$ cat config.mk
export PLATFORM = sky130hd
export DESIGN_NAME = div_iter_unit_flat
export DESIGN_NICKNAME = d
export VERILOG_FILES = /design/src/rtl/div_iter_unit_if.sv /design/src/rtl/div_iter_unit.sv /design/src/flat_wrapper.sv
export SDC_FILE = /design/constraint.sdc
export NUM_CORES = 1
export LEC_CHECK = 0
export CORE_MARGIN = 2
export CORE_UTILIZATION = 40
export DETAILED_ROUTE_END_ITERATION = 7
export GPL_ROUTABILITY_DRIVEN = 0
export SLEW_MARGIN = 15
export SYNTH_ARGS = -nofsm -noshare
export SYNTH_HDL_FRONTEND = slang
export SYNTH_SLANG_ARGS = --single-unit
$ cat constraint.sdc
create_clock -name clk -period 8.3 [get_ports clk]
set_input_delay 1.245 -clock clk [delete_from_list [all_inputs] [get_ports clk]]
set_output_delay 1.245 -clock clk [all_outputs]
set_load 0.1 [all_outputs]
$ cat src/rtl/div_iter_unit_if.sv
// div_iter_unit_if: handshake and data bundle between the execute stage and
// the iterative divider.
//   master (execute side): drives start_i, signed_i, dividend_i, divisor_i,
//                          cancel_i; observes result_o, ready_o, busy_o
//   slave  (divider side): the mirror image
//   result_o is {remainder (HI), quotient (LO)}.
interface div_iter_unit_if #(
  parameter int DIV_W = 32
);
  logic               start_i;
  logic               signed_i;
  logic [DIV_W-1:0]   dividend_i;
  logic [DIV_W-1:0]   divisor_i;
  logic               cancel_i;
  logic [2*DIV_W-1:0] result_o;
  logic               ready_o;
  logic               busy_o;

  modport master (
    output start_i, signed_i, dividend_i, divisor_i, cancel_i,
    input  result_o, ready_o, busy_o
  );

  modport slave (
    input  start_i, signed_i, dividend_i, divisor_i, cancel_i,
    output result_o, ready_o, busy_o
  );
endinterface

$ cat src/rtl/div_iter_unit.sv
// div_iter_unit: iterative radix-2 restoring divider for DIV / DIVU.
//   clk  : clock, rising edge
//   rst  : asynchronous, active-low reset
//   bus  : div_iter_unit_if.slave
//          start_i    level request, sampled only in IDLE
//          signed_i   1 = DIV (two's complement), 0 = DIVU
//          dividend_i / divisor_i  operands, captured on accept only
//          cancel_i   flush; forces IDLE, suppresses ready_o
//          result_o   {remainder, quotient}, registered, held until next op
//          ready_o    one-cycle result-valid pulse
//          busy_o     high while iterating
// The unit works on operand magnitudes and applies the sign fix-up in DONE;
// result_o/ready_o are registered out of DONE, so the pulse appears in the
// cycle after DONE.
module div_iter_unit #(
  parameter int DIV_W = 32
) (
  input  logic             clk,
  input  logic             rst,
  div_iter_unit_if.slave   bus
);

  typedef enum logic [1:0] {
    S_IDLE = 2'd0,
    S_BUSY = 2'd1,
    S_DONE = 2'd2
  } state_e;

  localparam int               CNT_W    = $clog2(DIV_W + 1);
  localparam logic [CNT_W-1:0] CNT_ZERO = {CNT_W{1'b0}};
  localparam logic [CNT_W-1:0] CNT_ONE  = CNT_W'(1);
  localparam logic [CNT_W-1:0] CNT_LAST = CNT_W'(DIV_W - 1);
  localparam logic [DIV_W-1:0] ZERO_W   = {DIV_W{1'b0}};
  localparam logic [DIV_W-1:0] ONE_W    = DIV_W'(1);
  localparam logic [DIV_W-1:0] ONES_W   = {DIV_W{1'b1}};

  // Two's complement negation when en is set.
  function automatic logic [DIV_W-1:0] neg_if(input logic [DIV_W-1:0] v,
                                              input logic             en);
    if (en) begin
      neg_if = (~v) + ONE_W;
    end else begin
      neg_if = v;
    end
  endfunction

  // Magnitude of an operand; the most negative value maps onto itself,
  // which is its correct unsigned magnitude.
  function automatic logic [DIV_W-1:0] mag(input logic [DIV_W-1:0] v,
                                           input logic             is_signed);
    mag = neg_if(v, is_signed & v[DIV_W-1]);
  endfunction

  state_e               state_q, state_d;
  logic [CNT_W-1:0]     cnt_q, cnt_d;
  logic [DIV_W-1:0]     rem_q, rem_d;     // partial remainder
  logic [DIV_W-1:0]     quo_q, quo_d;     // dividend shifting out, quotient in
  logic [DIV_W:0]       dvsr_q, dvsr_d;   // divisor magnitude
  logic                 qneg_q, qneg_d;   // negate quotient at fix-up
  logic                 rneg_q, rneg_d;   // negate remainder at fix-up
  logic [2*DIV_W-1:0]   result_q, result_d;
  logic                 ready_q, ready_d;
  logic                 busy_q, busy_d;

  logic [DIV_W:0]       rem_sh_s;
  logic                 fits_s;

  // One restoring step: shift in the next dividend bit, trial-subtract.
  always_comb begin
    rem_sh_s = {rem_q, quo_q[DIV_W-1]};
    fits_s   = (rem_sh_s >= dvsr_q);
  end

  // Next-state and datapath control.
  always_comb begin
    state_d  = state_q;
    cnt_d    = cnt_q;
    rem_d    = rem_q;
    quo_d    = quo_q;
    dvsr_d   = dvsr_q;
    qneg_d   = qneg_q;
    rneg_d   = rneg_q;
    result_d = result_q;
    ready_d  = 1'b0;

    if (bus.cancel_i) begin
      state_d = S_IDLE;
    end else begin
      case (state_q)
        S_IDLE: begin
          if (bus.start_i) begin
            cnt_d  = CNT_ZERO;
            dvsr_d = {1'b0, mag(bus.divisor_i, bus.signed_i)};
            if (bus.divisor_i == ZERO_W) begin
              // Zero divisor: preload the architected result, no fix-up.
              rem_d   = bus.dividend_i;
              quo_d   = ONES_W;
              qneg_d  = 1'b0;
              rneg_d  = 1'b0;
              state_d = S_DONE;
            end else begin
              rem_d   = ZERO_W;
              quo_d   = mag(bus.dividend_i, bus.signed_i);
              qneg_d  = bus.signed_i &
                        (bus.dividend_i[DIV_W-1] ^ bus.divisor_i[DIV_W-1]);
              rneg_d  = bus.signed_i & bus.dividend_i[DIV_W-1];
              state_d = S_BUSY;
            end
          end else begin
            state_d = S_IDLE;
          end
        end
        S_BUSY: begin
          // Remainder stays below the divisor, so it always fits DIV_W bits.
          rem_d = fits_s ? DIV_W'(rem_sh_s - dvsr_q) : rem_sh_s[DIV_W-1:0];
          quo_d = {quo_q[DIV_W-2:0], fits_s};
          cnt_d = cnt_q + CNT_ONE;
          if (cnt_q == CNT_LAST) begin
            state_d = S_DONE;
          end else begin
            state_d = S_BUSY;
          end
        end
        S_DONE: begin
          result_d = {neg_if(rem_q, rneg_q), neg_if(quo_q, qneg_q)};
          ready_d  = 1'b1;
          state_d  = S_IDLE;
        end
        default: begin
          state_d = S_IDLE;
        end
      endcase
    end

    busy_d = (state_d == S_BUSY);
  end

  // State and datapath registers.
  always_ff @(posedge clk or negedge rst) begin
    if (!rst) begin
      state_q  <= S_IDLE;
      cnt_q    <= CNT_ZERO;
      rem_q    <= ZERO_W;
      quo_q    <= ZERO_W;
      dvsr_q   <= {1'b0, ZERO_W};
      qneg_q   <= 1'b0;
      rneg_q   <= 1'b0;
      result_q <= {ZERO_W, ZERO_W};
      ready_q  <= 1'b0;
      busy_q   <= 1'b0;
    end else begin
      state_q  <= state_d;
      cnt_q    <= cnt_d;
      rem_q    <= rem_d;
      quo_q    <= quo_d;
      dvsr_q   <= dvsr_d;
      qneg_q   <= qneg_d;
      rneg_q   <= rneg_d;
      result_q <= result_d;
      ready_q  <= ready_d;
      busy_q   <= busy_d;
    end
  end

  assign bus.result_o = result_q;
  assign bus.ready_o  = ready_q;
  assign bus.busy_o   = busy_q;

endmodule

$ cat src/flat_wrapper.sv
// flat-port wrapper written by rule: the top's interface ports become plain ports
module div_iter_unit_flat 
#(
  parameter int DIV_W = 32
)
  (clk, rst, bus_start_i, bus_signed_i, bus_dividend_i, bus_divisor_i, bus_cancel_i, bus_result_o, bus_ready_o, bus_busy_o);
  div_iter_unit_if #(.DIV_W(DIV_W)) bus_i ();
  input  logic clk;
  input  logic rst;
  input wire logic [$bits(bus_i.start_i)-1:0] bus_start_i;
  input wire logic [$bits(bus_i.signed_i)-1:0] bus_signed_i;
  input wire logic [$bits(bus_i.dividend_i)-1:0] bus_dividend_i;
  input wire logic [$bits(bus_i.divisor_i)-1:0] bus_divisor_i;
  input wire logic [$bits(bus_i.cancel_i)-1:0] bus_cancel_i;
  output wire logic [$bits(bus_i.result_o)-1:0] bus_result_o;
  output wire logic [$bits(bus_i.ready_o)-1:0] bus_ready_o;
  output wire logic [$bits(bus_i.busy_o)-1:0] bus_busy_o;
  assign bus_i.start_i = bus_start_i;
  assign bus_i.signed_i = bus_signed_i;
  assign bus_i.dividend_i = bus_dividend_i;
  assign bus_i.divisor_i = bus_divisor_i;
  assign bus_i.cancel_i = bus_cancel_i;
  assign bus_result_o = bus_i.result_o;
  assign bus_ready_o = bus_i.ready_o;
  assign bus_busy_o = bus_i.busy_o;
  div_iter_unit #(.DIV_W(DIV_W)) u_core (.clk(clk), .rst(rst), .bus(bus_i));
endmodule
* Word-level counts from Yosys, hierarchy flattened
Cells that the tools add are included.
** Word-level totals
- Memory bits (read-only) :: 0
- Register bits :: 172
- Logic and storage cells :: 59
- Memory bits (writable) :: 0
- Bits of input ports :: 69
- Memories kept :: 0
- Bits in latches :: 0
** Operators by class
- Equality and inequality tests :: 5
- Div/mod/pow operators :: 0
- Add/sub/neg operators :: 6
- Reductions and logical operators :: 6
- Bitwise logic cells :: 9
- $mul :: 0
- Multiplexer cells :: 22
- Magnitude comparators :: 1
- Shift operators :: 0
** Operator list (count)
- $mux W32 :: 9
- $add A32 B1 Y32 const B :: 4
- $not A32 Y32 :: 4
- $pmux W32 S2 :: 2
- $ge A33 B32 Y1 :: 1
- $logic_not A32 Y1 :: 1
- $sub A32 B32 Y32 :: 1
- $pmux W6 S2 :: 1
- $mux W2 :: 4
- $add A6 B1 Y6 const B :: 1
- $eq A6 B5 Y1 const B :: 1
- $mux W6 :: 1
- $reduce_and A3 Y1 :: 2
- $eq A2 B1 Y1 const B :: 2
- $mux W1 :: 4
- $pmux W2 S2 :: 1
- $and A1 B1 Y1 :: 3
- $eq A2 B2 Y1 const B :: 1
- $logic_not A2 Y1 :: 1
- $ne A2 B2 Y1 const B :: 1
- $reduce_and A2 Y1 :: 1
- $reduce_bool A2 Y1 :: 1
- $not A1 Y1 :: 1
- $xor A1 B1 Y1 :: 1

* Logic depth before layout (Yosys ltp)
Gate-level depths: netlist of run 1.
- Depth after elaboration :: 6
- Mapped depth :: 14
- Depth with buffers taken out :: 13

* Worst setup path before layout of run 1
Ideal clock, no wire load.
- Kind :: input -> register
- Start point :: input port bus_divisor_i[9]
- End point :: register u_core.rem_q[20]
- Arrival :: 3.305 ns
- Slack :: 4.913 ns
- Buffers on the path :: 1
- Cell stages on the path :: 9
- Required time :: 8.218 ns
- Cells stage by stage :: or4_1 nor4_2 nor3b_2 and3_1 nand2_2 nor2_4 buf_6 a22oi_1 a31oi_1
** Between the ends
- Longest elaborated chain between the ends :: 4
** RTL lines
- start, declared :: RTL line flat_wrapper.sv:13 : input wire logic [$bits(bus_i.divisor_i)-1:0] bus_divisor_i;
- $logic_not A32 Y1 :: RTL line div_iter_unit.sv:94 : if (bus.divisor_i == ZERO_W) begin
- $mux W32 :: RTL line div_iter_unit.sv:94
- $mux W32 :: RTL line div_iter_unit.sv:91 : if (bus.start_i) begin
- $pmux W32 S2 :: RTL line div_iter_unit.sv:89 : case (state_q)
- end signal, assigned :: RTL line div_iter_unit.sv:154 : rem_q <= rem_d;
- end, declared :: RTL line div_iter_unit.sv:56 : logic [DIV_W-1:0] rem_q, rem_d;
Every way passes these cells. The select of a mux whose other input is x is not followed.
A chain may end at the register's enable or synchronous reset.

* Worst setup path in the final report of run 1
- Start point :: input port bus_divisor_i[2]
- End point :: register u_core.rem_q[23]
The elaborated chain is that of the path after synthesis.

==> results of run 1 <==
[how the worst max path moves through the flow]
stage	end	cells past startpoint	slack (ns)	startpoint
3_5_place_dp	u_core.rem_q[12]	9	3.53	bus_divisor_i[2]
5_1_grt	u_core.rem_q[23]	9	3.77	bus_divisor_i[2]
4_1_cts	u_core.rem_q[23]	9	3.99	bus_divisor_i[2]
6_report	u_core.rem_q[23]	9	3.97	bus_divisor_i[2]
2_1_floorplan	u_core.rem_q[20]	9	4.91	bus_divisor_i[9]
3_3_place_gp	u_core.rem_q[23]	9	3.62	bus_divisor_i[2]
[stage by stage]
step                cells  area, um2  util [%]
floorplan            1399      11500         -
global placement     1845      13100      46.0
detailed placement   1845      13100      46.0
CTS                  1877      13700      48.1
global route         1877      13700      48.1
finish               1877      13700      48.1
[layout by cell type, fill, tap and decap left out, drive strengths merged, types with 15 or more instances in the layout]
cell	netlist	layout
clkbuf	68	18
ha	37	37
a21o	15	15
o22ai	18	18
o21ai	194	194
or4	17	17
a221oi	17	17
nand3	20	20
inv	54	61
a21oi	93	93
nor3	26	26
o31ai	25	25
xnor2	68	68
a31oi	19	19
xor2	78	78
clkdlybuf4s50	0	133
dfrtp	172	172
nor2	87	87
nand2	214	214
[routing by layer]
layer / track usage, % / up-vias / part of all wire (%)
met2: 35.2 / 322 / 45
li1: - / 5130 / -
met3: 3.00 / 41 / 5.2
met4: 6.92 / 0 / 2.3
met5: 0 / - / 0
met1: 32.4 / 4849 / 48
[power breakdown]
| group | total, W | switching (W) | internal [W] |
|---|---|---|---|
| clock network | 0.000845 | 0.000388 | 0.000457 |
| registers | 0.00116 | 0.000209 | 0.000946 |
| logic | 0.00141 | 0.000806 | 0.000603 |
| total | 0.00341 | 0.00140 | 0.00201 |
[kinds of logic after synthesis]
logic type / share of synthesized area (%)
AO/OA/AOI/OAI: 22.9
XOR/XNOR: 11.1
flip-flops: 37.4
AND/OR/NAND/NOR: 18.0
multiplexers: 1.81
buffers and inverters: 4.58
adder cells (fa/ha/maj): 4.20
[final cells by class]
cell class | instances | share of cell area [%]
clock inverter | 14 | 1.30
timing repair buffer | 143 | 10.3
inverter | 54 | 1.48
sequential | 172 | 31.4
clock buffer | 18 | 3.13
multi-input combinational | 1092 | 48.9
tap | 384 | 3.51
[worst max-delay path: cells and delay by family]
kind | cells | cell delay, ns
and+or+nand+nor | 6 | 2.49
buffers and inverters | 1 | 0.49
AOI/OAI and AO/OA | 2 | 0.44
[registers in the layout, summed over array words and instances, names as in the netlist, 2 cells and up]
signal and flops:
u_core.quo_q 32, u_core.state_q 2, u_core.cnt_q 6, u_core.bus.result_o 64, u_core.rem_q 32, u_core.dvsr_q 32
==> results list, run 1 <==
- The routed design has 33.6 mm of wire.
* Clock sink count: 172
- Maximum number of pins on one net before global-route repair: 101
- Setup slack, reg-to-reg: 4.49 ns
- Post-CTS setup-driven buffer insertion count: 0
- Clock Latency Late Sink: 0.44 ns
- Worst setup SP type: input port
- Post-synthesis net count: 1,506
- Measured in cells, the most critical reg-to-reg path has a length of 10.
- Worst path max stage delay: 0.66 ns
- 1st-iter DRT viols: 859
- The most common cell in the synthesized netlist is sky130_fd_sc_hd__nand2_1.
- Counting the fill cells in the layout gives 2,818.
- Of the available clock period, the critical path in the final layout requires 52.2%.
- Hold-fix buffer count after cts: 0
- CTS placed an instance of sky130_fd_sc_hd__clkbuf_16 at the clock tree root.
- IO Port Bufs: 134
- Data arrival time at the worst-slack endpoint: 4.68 ns
- Via/cell ratio: 5.51
- Die Ht: 174 um
* Antenna violations before repair: 1
- For the pin with the worst max-slew slack, the measured transition is 0.983 ns.
- Library cells used by synthesis: 65
- TritonCTS built the clock tree.
* Clock Path Buffers: 2
- The number of gates resized after CTS was 0.
- Nets: 1,587
* Area share of the largest cell type after synthesis: 37.4%
* Class of the most critical hold timing path: register to register
* Number of enable flip-flop cells after synthesis: 0
* Dominant cell type by area after synthesis: sky130_fd_sc_hd__dfrtp_1
* Highest fanout seen on the critical path: 27
- Setup repair after global routing left no endpoint under its margin.
- Once detailed placement completed, the half-perimeter wirelength came to 24.7 mm.
- Share of flip-flops with an asynchronous set or reset after synthesis: 100%
* Max rail drop VDD: 0.125 mV
- Fraction of final layout cells sized beyond drive strength 1: 5.16%
* Cell type of the slowest stage on the worst timing path: sky130_fd_sc_hd__nor2_4
- For the worst setup path, the data required time is 8.65 ns.
* Number of global-route vias before repair: 9,899
- The first global-routing pass estimated 54.1 mm of wire.
- Antenna Diode Count: 0
* Worst Setup End Kind: register
- Outcome: complete, no violations
- Traced cell by cell, the critical path runs through clkdlybuf4s50_1, nor4_1, nand3_1, nor3b_2, and3_1, nand2_2, nor2_4, a222oi_1, o21ai_0.
* Total routing resource utilization after global routing: 22.5%
- Across the routed clock network, the largest skew measured is 0.0122 ns.
- In the routed design, unresolved DRC markers number 0.
* Mean Syn Cell Area: 8.22 um2
* Final hold violation count: 0
- Count of yosys warnings during synthesis: 0
- Top flip-flop cell by instance count after synthesis: sky130_fd_sc_hd__dfrtp_1
* Slew Limit Headroom: 34.3%
* Count of vias placed by the detailed router: 10,300
- Post-detailed-route wirelength per cell: 17.9 um
- Total power for the finished layout comes to 0.00341 W.
- Adding up every negative setup slack in the final design gives 0 ns.
* Static leakage power: 5.65 nW
- 135 I/O pins were placed.
* Final setup violation count: 0
* Setup slack after placement: 3.53 ns
* Number of synthesized register bits: 172
* Minimum clock period after layout: 4.33 ns
* CTS H-tree depth: 4
- Synthesis-to-finish area growth: 19.1%
- In this run, CTS created clock tree buffers numbering 17.
- Antenna-violating nets left: 0
* Pwr Density: 249 nW/um2
* Final Max Tran Viols: 0
- End of the worst register-to-register path: u_core.rem_q[28]
* Worst min-delay path endpoint: u_core.bus.result_o[40]
- The tightest hold path in the finished design has a slack of 0.477 ns.
- By area the synthesized netlist is led by sky130_fd_sc_hd__dfrtp_1 (37%), sky130_fd_sc_hd__o21ai_0 (7.7%), sky130_fd_sc_hd__nand2_1 (6.9%).
- Static timing analysis puts the maximum clock frequency at 0.231 GHz.
- After synthesis the cells add up to 11,500 um2.
- Type of the worst setup path: input port to register
- The floorplan step defined a core boundary enclosing 28,500 um2.
- The floorplan step defined a die boundary enclosing 30,100 um2.
- The initial utilization of the core area, before any placement, comes to 40.4%.
- Across the whole layout, storage elements account for 4300 um2.
* Leftover overflow at the end of global routing: 0
* Area of the multi-input gates: 6690 um2
* Floorplan die width: 174 um
- Startpoint of the lowest-slack register-to-register path: u_core.rem_q[15]
- Synthesis produced 1,399 cells.
- After synthesis, flip-flops and latches occupy 37.4% of the total area.
* Post-synth top cells: sky130_fd_sc_hd__nand2_1 (212), sky130_fd_sc_hd__o21ai_0 (178), sky130_fd_sc_hd__dfrtp_1 (172), sky130_fd_sc_hd__a21oi_1 (93), sky130_fd_sc_hd__nor2_1 (86)
* Cell depth of the worst min-delay path: 2
* Setup WS post-layout: 3.97 ns
- First-pass DRT Iterations: 5
- CTS clk-pin slew, worst paths: 0.07 ns
* Hold path startpoint: u_core.bus.result_o[40]
- Number of cell rows: 62
* Number of maximum-capacitance constraint violations: 0
Power figures use the tool's default switching activity.
==> run 2: changes to the inputs <==
==> constraint.sdc (replaced) <==
create_clock -name clk -period 4 [get_ports clk]
set_input_delay 0.6 -clock clk [delete_from_list [all_inputs] [get_ports clk]]
set_output_delay 0.6 -clock clk [all_outputs]
set_load 0.1 [all_outputs]
==> run 2 against run 1 <==
  * Global-route usage rose by 0.36 points
  * Clock power rose by 100%
  * Critical path depth rose by 1
  * Combinational power rose by 120%
  * Routed wire length rose by 1.1%
  * Sequential share of layout area fell by 0.57 points
  * Worst setup slack got worse by 3.5 ns
  * First-iteration DRC count fell by 14%
  * Final cell count rose by 1.7%
  * Final area rose by 1.8%
==> results list, run 2 (synthesized netlist as in run 1, its figures left out) <==
* Routed met2 length: 14.8 mm (-0.94%)
* Worst-margin pin slew: 0.983 ns (-0.0000491 ns)
- Critical path required time: 4.28 ns (-4.37 ns)
- Startpoint of the lowest-slack register-to-register path: u_core.rem_q[8]
* Global-route wire length before repair: 54.7 mm (+1.2%)
- Count of cells resized by post-cts repair: 0 (unchanged)
- IO Port Bufs: 134 (unchanged)
- Data arrival time at the worst-slack endpoint: 3.76 ns (-0.92 ns)
- Setup tns final: 0 ns (unchanged)
* Die Ht: 174 um (unchanged)
- Post-detailed-route wirelength per cell: 17.8 um (-0.56%)
* Crit. Startpoint: u_core.rem_q[8]
- The register-to-register setup slack is 0.52 ns (-3.97 ns).
* Clock Path Buffers: 2 (unchanged)
- Worst setup SP type: register
- Max rail drop VDD: 0.301 mV (+140%)
- Last element of the critical path: u_core.rem_q[28]
- The antenna cell count came to 0 (unchanged).
* Final setup violation count: 0 (unchanged)
* Antenna violations before repair: 0 (-1)
- The area growth from synthesis to layout is 21.3%.
- Setup WS post-layout: 0.517 ns (-3.45 ns)
- The via count of the first global-routing pass is 9,972 (+0.74%).
- I/O Pins: 135 (unchanged)
- Buffer type at the clock tree root: sky130_fd_sc_hd__clkbuf_16
- The clock-pin transition on the worst setup and hold timing paths came to 0.07 ns (about the same).
- Flip-flop count of the largest register after layout: 64 (unchanged)
- The run finished with clean final reports.
- Worst reg2reg path depth: 10 (unchanged)
* Pwr Density: 514 nW/um2 (+110%)
* Number of fill cells: 2,793 (-0.89%)
- The total routed wire length on the met1 layer was 16.3 mm (+0.88%).
- The fraction of the core area covered by cells at the end of the flow was 49.0% (+0.89 points).
* Bufs and invs on worst path: 0 (-1)
* Slew Limit Headroom: 34.3% (about the same)
- Setup repair after global routing left no endpoint under its margin.
- The final-report max-slew violation count came to 0 (unchanged).
- Cell type of the slowest stage on the worst timing path: sky130_fd_sc_hd__a2111oi_0
- Top delay family on crit path: compound AO/OA/AOI/OAI gates
* Hold slack final: 0.264 ns (-0.213 ns)
- The area taken by flip-flops and latches was 4300 um2 (unchanged).
* Leftover overflow at the end of global routing: 0 (unchanged)
- Type of the worst setup path: register to register
- Floorplan Core Area: 28,500 um2 (unchanged)
- End of the worst register-to-register path: u_core.rem_q[28]
- The worst path uses 87.1% of the clock period.
- Number of maximum-capacitance constraint violations: 0 (unchanged)
- Setup Skew: 0.0137 ns (+0.00147 ns)
- Top layer in use: met4
* Maximum operating frequency: 0.287 GHz
* Floorplan die width: 174 um (unchanged)
- The area of the multi-input gates is 6690 um2 (about the same).
- The number of hold-repair buffers added at the cts stage was 0 (unchanged).
* Maximum number of pins on one net before global-route repair: 94 (-6.9%)
- The non-filler instance count after layout came to 1,908 (+1.7%).
* Via/cell ratio: 5.55 (+0.75%)
- The worst setup path is captured at a register.
- The number of buffers inserted by post-CTS setup repair came to 0 (unchanged).
- The number of buffers created by CTS came to 17 (unchanged).
- Antenna-violating nets left: 0 (unchanged)
- The placed wire-length estimate is 25.9 mm (+4.8%).
* Clock sink count: 172 (unchanged)
- The proportion of layout cells with a drive suffix above 1 is 7.09% (+1.9 points).
- The cell count along the critical path is 10 (+1).
- Static leakage power: 5.82 nW (+3.0%)
- 1st-iter DRT viols: 743 (-14%)
- Class of the most critical hold timing path: input port to async pin
- Nets: 1,619 (+2.0%)
* Met3 wirelength from detailed routing: 1.68 mm (-3.1%)
- Clock Latency Late Sink: 0.44 ns (about the same)
- The number of remaining DRC errors is 0 (unchanged).
- The cell count after placement was 1,877 (+1.7%).
- Number of cell rows: 62 (unchanged)
- The starting density of the core is 40.4% (unchanged).
- CTS H-tree depth: 4 (unchanged)
- Total routing resource utilization after global routing: 22.9% (+0.36 points)
- The maximum cell stage delay along the critical path was 0.67 ns (about the same).
- Chain of cells forming the critical path: ha_1, a21oi_1, nor3_1, a2111oi_0, nand3_1, a31o_1, a211o_1, and3b_1, a221oi_1, o21ai_1
- CTS tree: built
- The length of the first detailed-routing pass in iterations came to 5 (unchanged).
- Commonest non-fill, non-tap cell in the layout: sky130_fd_sc_hd__nand2_1
* Final Routed Wirelength: 34.0 mm (+1.1%)
- The pre-CTS setup slack was 0.303 ns (-3.23 ns).
- In the layout the commonest cells are sky130_fd_sc_hd__nand2_1 (211), sky130_fd_sc_hd__o21ai_0 (177), sky130_fd_sc_hd__dfrtp_1 (172), sky130_fd_sc_hd__clkdlybuf4s50_1 (133), sky130_fd_sc_hd__a21oi_1 (93).
- Counting I/O delays and the setup requirement, the final critical path takes 3.48 ns.
- Final hold violation count: 0 (unchanged)
* Count of vias placed by the detailed router: 10,600 (+2.4%)
- Area of the die: 30,100 um2 (unchanged)
- Highest fanout seen on the critical path: 7 (-74%)
## run 2: area by class of cell
cell class / count / area share (%)
clock buffers: 18 / 3.15
clock inverters: 13 / 1.13
inverters: 54 / 1.45
multi-input cells: 1092 / 48.0
flip-flops and latches: 172 / 30.9
well taps: 384 / 3.44
repair buffers: 175 / 12.0
## run 2: worst register-to-register path, cell delays in order (launching register included)
cell and delay [ns]:
sky130_fd_sc_hd__dfrtp_1 0.61, sky130_fd_sc_hd__ha_1 0.37, sky130_fd_sc_hd__a21oi_1 0.31, sky130_fd_sc_hd__nor3_1 0.10, sky130_fd_sc_hd__a2111oi_0 0.67, sky130_fd_sc_hd__nand3_1 0.26
sky130_fd_sc_hd__a31o_1 0.27, sky130_fd_sc_hd__a211o_1 0.28, sky130_fd_sc_hd__and3b_1 0.16, sky130_fd_sc_hd__a221oi_1 0.21, sky130_fd_sc_hd__o21ai_1 0.08
## run 2: worst min path at each step
stage	startpoint	endpoint	slack, ns	cells after the start
after floorplan	rst	u_core.bus.busy_o	0.30	0
after global placement	u_core.dvsr_q[15]	u_core.dvsr_q[15]	0.46	2
after detailed placement	u_core.dvsr_q[21]	u_core.dvsr_q[21]	0.47	2
after CTS	rst	u_core.bus.result_o[19]	0.30	1
after global routing	rst	u_core.bus.result_o[19]	0.35	1
final	rst	u_core.bus.result_o[19]	0.26	1
## run 2: metrics by stage
step / area (um2) / power (W)
after floorplan: 11500 / 0.00442
after global placement: 13400 / 0.00538
after detailed placement: 13400 / 0.00541
after CTS: 14000 / 0.00715
after global routing: 14000 / 0.00764
final: 14000 / 0.00717
## run 2: power breakdown
group,switching (W),total [W],internal (W)
Clock,0.000776,0.00173,0.000954
Sequential,0.000331,0.00230,0.00197
Combinational,0.00180,0.00314,0.00135
Total,0.00290,0.00717,0.00426
## run 2: layer usage
| metal | track usage, % | vias up |
|---|---|---|
| met5 | 0 | - |
| li1 | - | 5197 |
| met4 | 9.29 | 0 |
| met1 | 32.7 | 5022 |
| met2 | 35.0 | 310 |
| met3 | 3.09 | 63 |
==> run 3: changes to the inputs <==
--- a/config.mk
+++ b/config.mk
@@ -5,7 +5,7 @@
 export SDC_FILE = /design/constraint.sdc
 export NUM_CORES = 1
 export LEC_CHECK = 0
-export CORE_MARGIN = 2
+export CORE_MARGIN = 10
 export CORE_UTILIZATION = 40
 export DETAILED_ROUTE_END_ITERATION = 7
 export GPL_ROUTABILITY_DRIVEN = 0
==> run 3 against run 2 <==
  * Sequential power about the same
  * Sequential share of layout area increased by 0.058 points
  * Flip-flop and latch count unchanged
  * Register-to-register slack about the same
  * First-iteration DRC count increased by 1.1%
  * Clock power decreased by 5%
  * Combinational power about the same
  * Clock skew about the same
  * Global-route usage decreased by 3.2 points
  * Non-clock buffer count increased by 1
  * Routed wire length increased by 4.0%
  * Critical path type unchanged
  * Largest cell class unchanged
  * Highest routed layer unchanged
==> results list, run 3 (synthesized netlist as in run 1, its figures left out) <==
* Count of vias placed by the detailed router: 10,500 (-1.0%)
* Commonest non-fill, non-tap cell in the layout: sky130_fd_sc_hd__nand2_1
- The run finished with clean final reports.
* Number of maximum-capacitance constraint violations: 0 (unchanged)
- The number of buffers and inverters on the critical path is 1 (+1).
* Routed metal-1 wirelength: 16.6 mm (+2.1%)
- The maximum clock frequency is 0.287 GHz (about the same).
* Chain of cells forming the critical path: ha_1, o21ai_0, o21ai_0, nor3_1, nor3_1, o211ai_1, nand2_1, buf_4, mux2_2, a221oi_1, nor2_1
- Floorplan Core Area: 28,500 um2 (+0.27%)
* Post-CTS setup-driven buffer insertion count: 0 (unchanged)
- Setup slack after placement: 0.247 ns (-0.0554 ns)
* IO Port Bufs: 134 (unchanged)
- Number of buffers inserted during clock tree synthesis: 17 (unchanged)
* Synthesis-to-finish area growth: 21.1%
- The maximum buffer depth of the clock tree came to 2 (unchanged).
* Most used cells in the layout excluding fill and tap cells: sky130_fd_sc_hd__nand2_1 (211), sky130_fd_sc_hd__o21ai_0 (177), sky130_fd_sc_hd__dfrtp_1 (172), sky130_fd_sc_hd__clkdlybuf4s50_1 (133), sky130_fd_sc_hd__a21oi_1 (93)
- Final setup violation count: 0 (unchanged)
* Antenna-violating nets left: 0 (unchanged)
* Worst setup SP type: register
- Nets: 1,620 (+0.062%)
* Clock Latency Late Sink: 0.45 ns (about the same)
- I/O Pins: 135 (unchanged)
- The data arrival time of the critical path is 3.80 ns (+0.04 ns).
- Type of the worst setup path: register to register
- Cell type of the slowest stage on the worst timing path: sky130_fd_sc_hd__dfrtp_1
- Setup repair after global routing left no endpoint under its margin.
* Area of the die: 35,900 um2 (+19%)
* Total routing resource utilization after global routing: 19.6% (-3.2 points)
- The number of antenna violations at the first check in global routing was 0 (unchanged).
- Worst path max stage delay: 0.53 ns (-0.14 ns)
- The routed wire length per instance came to 18.5 um (+3.9%).
- The number of hold violations in the final report came to 0 (unchanged).
* Class of the most critical hold timing path: input port to async pin
* Final Max Tran Viols: 0 (unchanged)
- Count of cells resized by post-cts repair: 0 (unchanged)
* Hold-fix buffer count after cts: 0 (unchanged)
- First-pass DRT Iterations: 5 (unchanged)
- The H-tree depth came to 4 (unchanged).
* Worst-margin pin slew: 1.03 ns (+0.0427 ns)
- Slew Limit Headroom: 31.7% (-2.6 points)
- The final sum of negative setup slack came to 0 ns (unchanged).
- Setup WS post-layout: 0.518 ns (+0.000745 ns)
- Buffer type at the clock tree root: sky130_fd_sc_hd__clkbuf_16
- The detailed route wirelength on metal2 is 16.0 mm (+8.0%).
- The maximum number of pins on one net before global-route repair came to 93 (-1.1%).
* Setup Skew: 0.0133 ns (-0.000354 ns)
- CTS tree: built
* Floorplan die width: 190 um (+9.2%)
- Max rail drop VDD: 0.312 mV (+4.0%)
- Die Ht: 190 um (+9.2%)
* Top delay family on crit path: compound AO/OA/AOI/OAI gates
* Leftover overflow at the end of global routing: 0 (unchanged)
- Met3 wirelength from detailed routing: 1.89 mm (+12%)
- The number of DRC markers in iteration 0 came to 751 (+1.1%).
- Number of global-route vias before repair: 10,300 (+3.5%)
- Fraction of final layout cells sized beyond drive strength 1: 7.14% (+0.056 points)
- Starting utilization of the core area: 40.3% (-0.11 points)
- The highest layer touched by signal routing is met4.
- The worst setup path is captured at a register.
- Clock sink count: 172 (unchanged)
- Via/cell ratio: 5.49 (-1.1%)
- The clock-pin transition on the worst setup and hold timing paths came to 0.08 ns (about the same).
- Final Routed Wirelength: 35.3 mm (+4.0%)
* Critical path required time: 4.32 ns (+0.04 ns)
- The final clock period utilization by the worst path is 87.0% (about the same).
- The areal power density over the cells was 511 nW/um2 (-0.61%).
- Number of cell rows: 62 (unchanged)
- The clock period minus final worst setup slack is 3.48 ns (-0.000745 ns).
- The placed wire-length estimate is 27.3 mm (+5.5%).
* Antenna Diode Count: 0 (unchanged)
- The highest fanout seen on the critical path is 15 (+8).
* Number of remaining DRC errors: 0 (unchanged)
- Static leakage power: 5.81 nW (-0.16%)
* Flip-flop count of the largest register after layout: 64 (unchanged)
- Global-route wire length before repair: 57.0 mm (+4.0%)
-- run 3: report_power, final --
group | total, W | leakage [nW] | internal, W | switching [W]
combinational | 0.00315 | 3.29 | 0.00135 | 0.00180
sequential | 0.00231 | 2.23 | 0.00196 | 0.000343
clock | 0.00165 | 0.279 | 0.000833 | 0.000818
-- run 3: path summary, 6_finish.rpt --
kind                       cells after the start                    start  slack [ns]                       to
min in group clk                               2  u_core.bus.result_o[39]        0.48  u_core.bus.result_o[39]
min                                            1                      rst        0.19  u_core.bus.result_o[20]
max reg2reg                                   11          u_core.rem_q[9]        0.52         u_core.rem_q[13]
max                                           11          u_core.rem_q[9]        0.52         u_core.rem_q[13]
min reg2reg                                    2  u_core.bus.result_o[39]        0.48  u_core.bus.result_o[39]
max in group asynchronous                      2                      rst        2.73  u_core.bus.result_o[42]
-- run 3: worst register-to-register path, stage by stage, from the launching register on --
cell	delay, ns
sky130_fd_sc_hd__dfrtp_1	0.53
sky130_fd_sc_hd__ha_1	0.50
sky130_fd_sc_hd__o21ai_0	0.19
sky130_fd_sc_hd__o21ai_0	0.23
sky130_fd_sc_hd__nor3_1	0.12
sky130_fd_sc_hd__nor3_1	0.45
sky130_fd_sc_hd__o211ai_1	0.18
sky130_fd_sc_hd__nand2_1	0.20
sky130_fd_sc_hd__buf_4	0.27
sky130_fd_sc_hd__mux2_2	0.37
sky130_fd_sc_hd__a221oi_1	0.26
sky130_fd_sc_hd__nor2_1	0.07
-- run 3: area by class of cell --
cell class | count | area, um2
Fill cell | 2814 | 14600
Multi-Input combinational cell | 1092 | 6690
Sequential cell | 172 | 4300
Timing Repair Buffer | 176 | 1670
Tap cell | 384 | 480
Clock buffer | 18 | 429
Inverter | 54 | 203
Clock inverter | 14 | 146
-- run 3: stage by stage --
step                hold WS, ns  area (um2)  utilization, %  total power (W)  std cells
floorplan                 0.304       11500               -          0.00442       1399
global placement          0.461       13300            46.8          0.00539       1878
detailed placement        0.470       13300            46.8          0.00543       1878
CTS                       0.274       13900            48.8          0.00711       1910
global route              0.295       13900            48.8          0.00757       1910
finish                    0.185       13900            48.8          0.00711       1910
-- run 3: routing by layer --
layer	global-route usage (%)	vias up
met2	31.0	296
met4	6.17	0
met3	3.53	46
met1	26.7	4952
met5	0	-
li1	-	5192
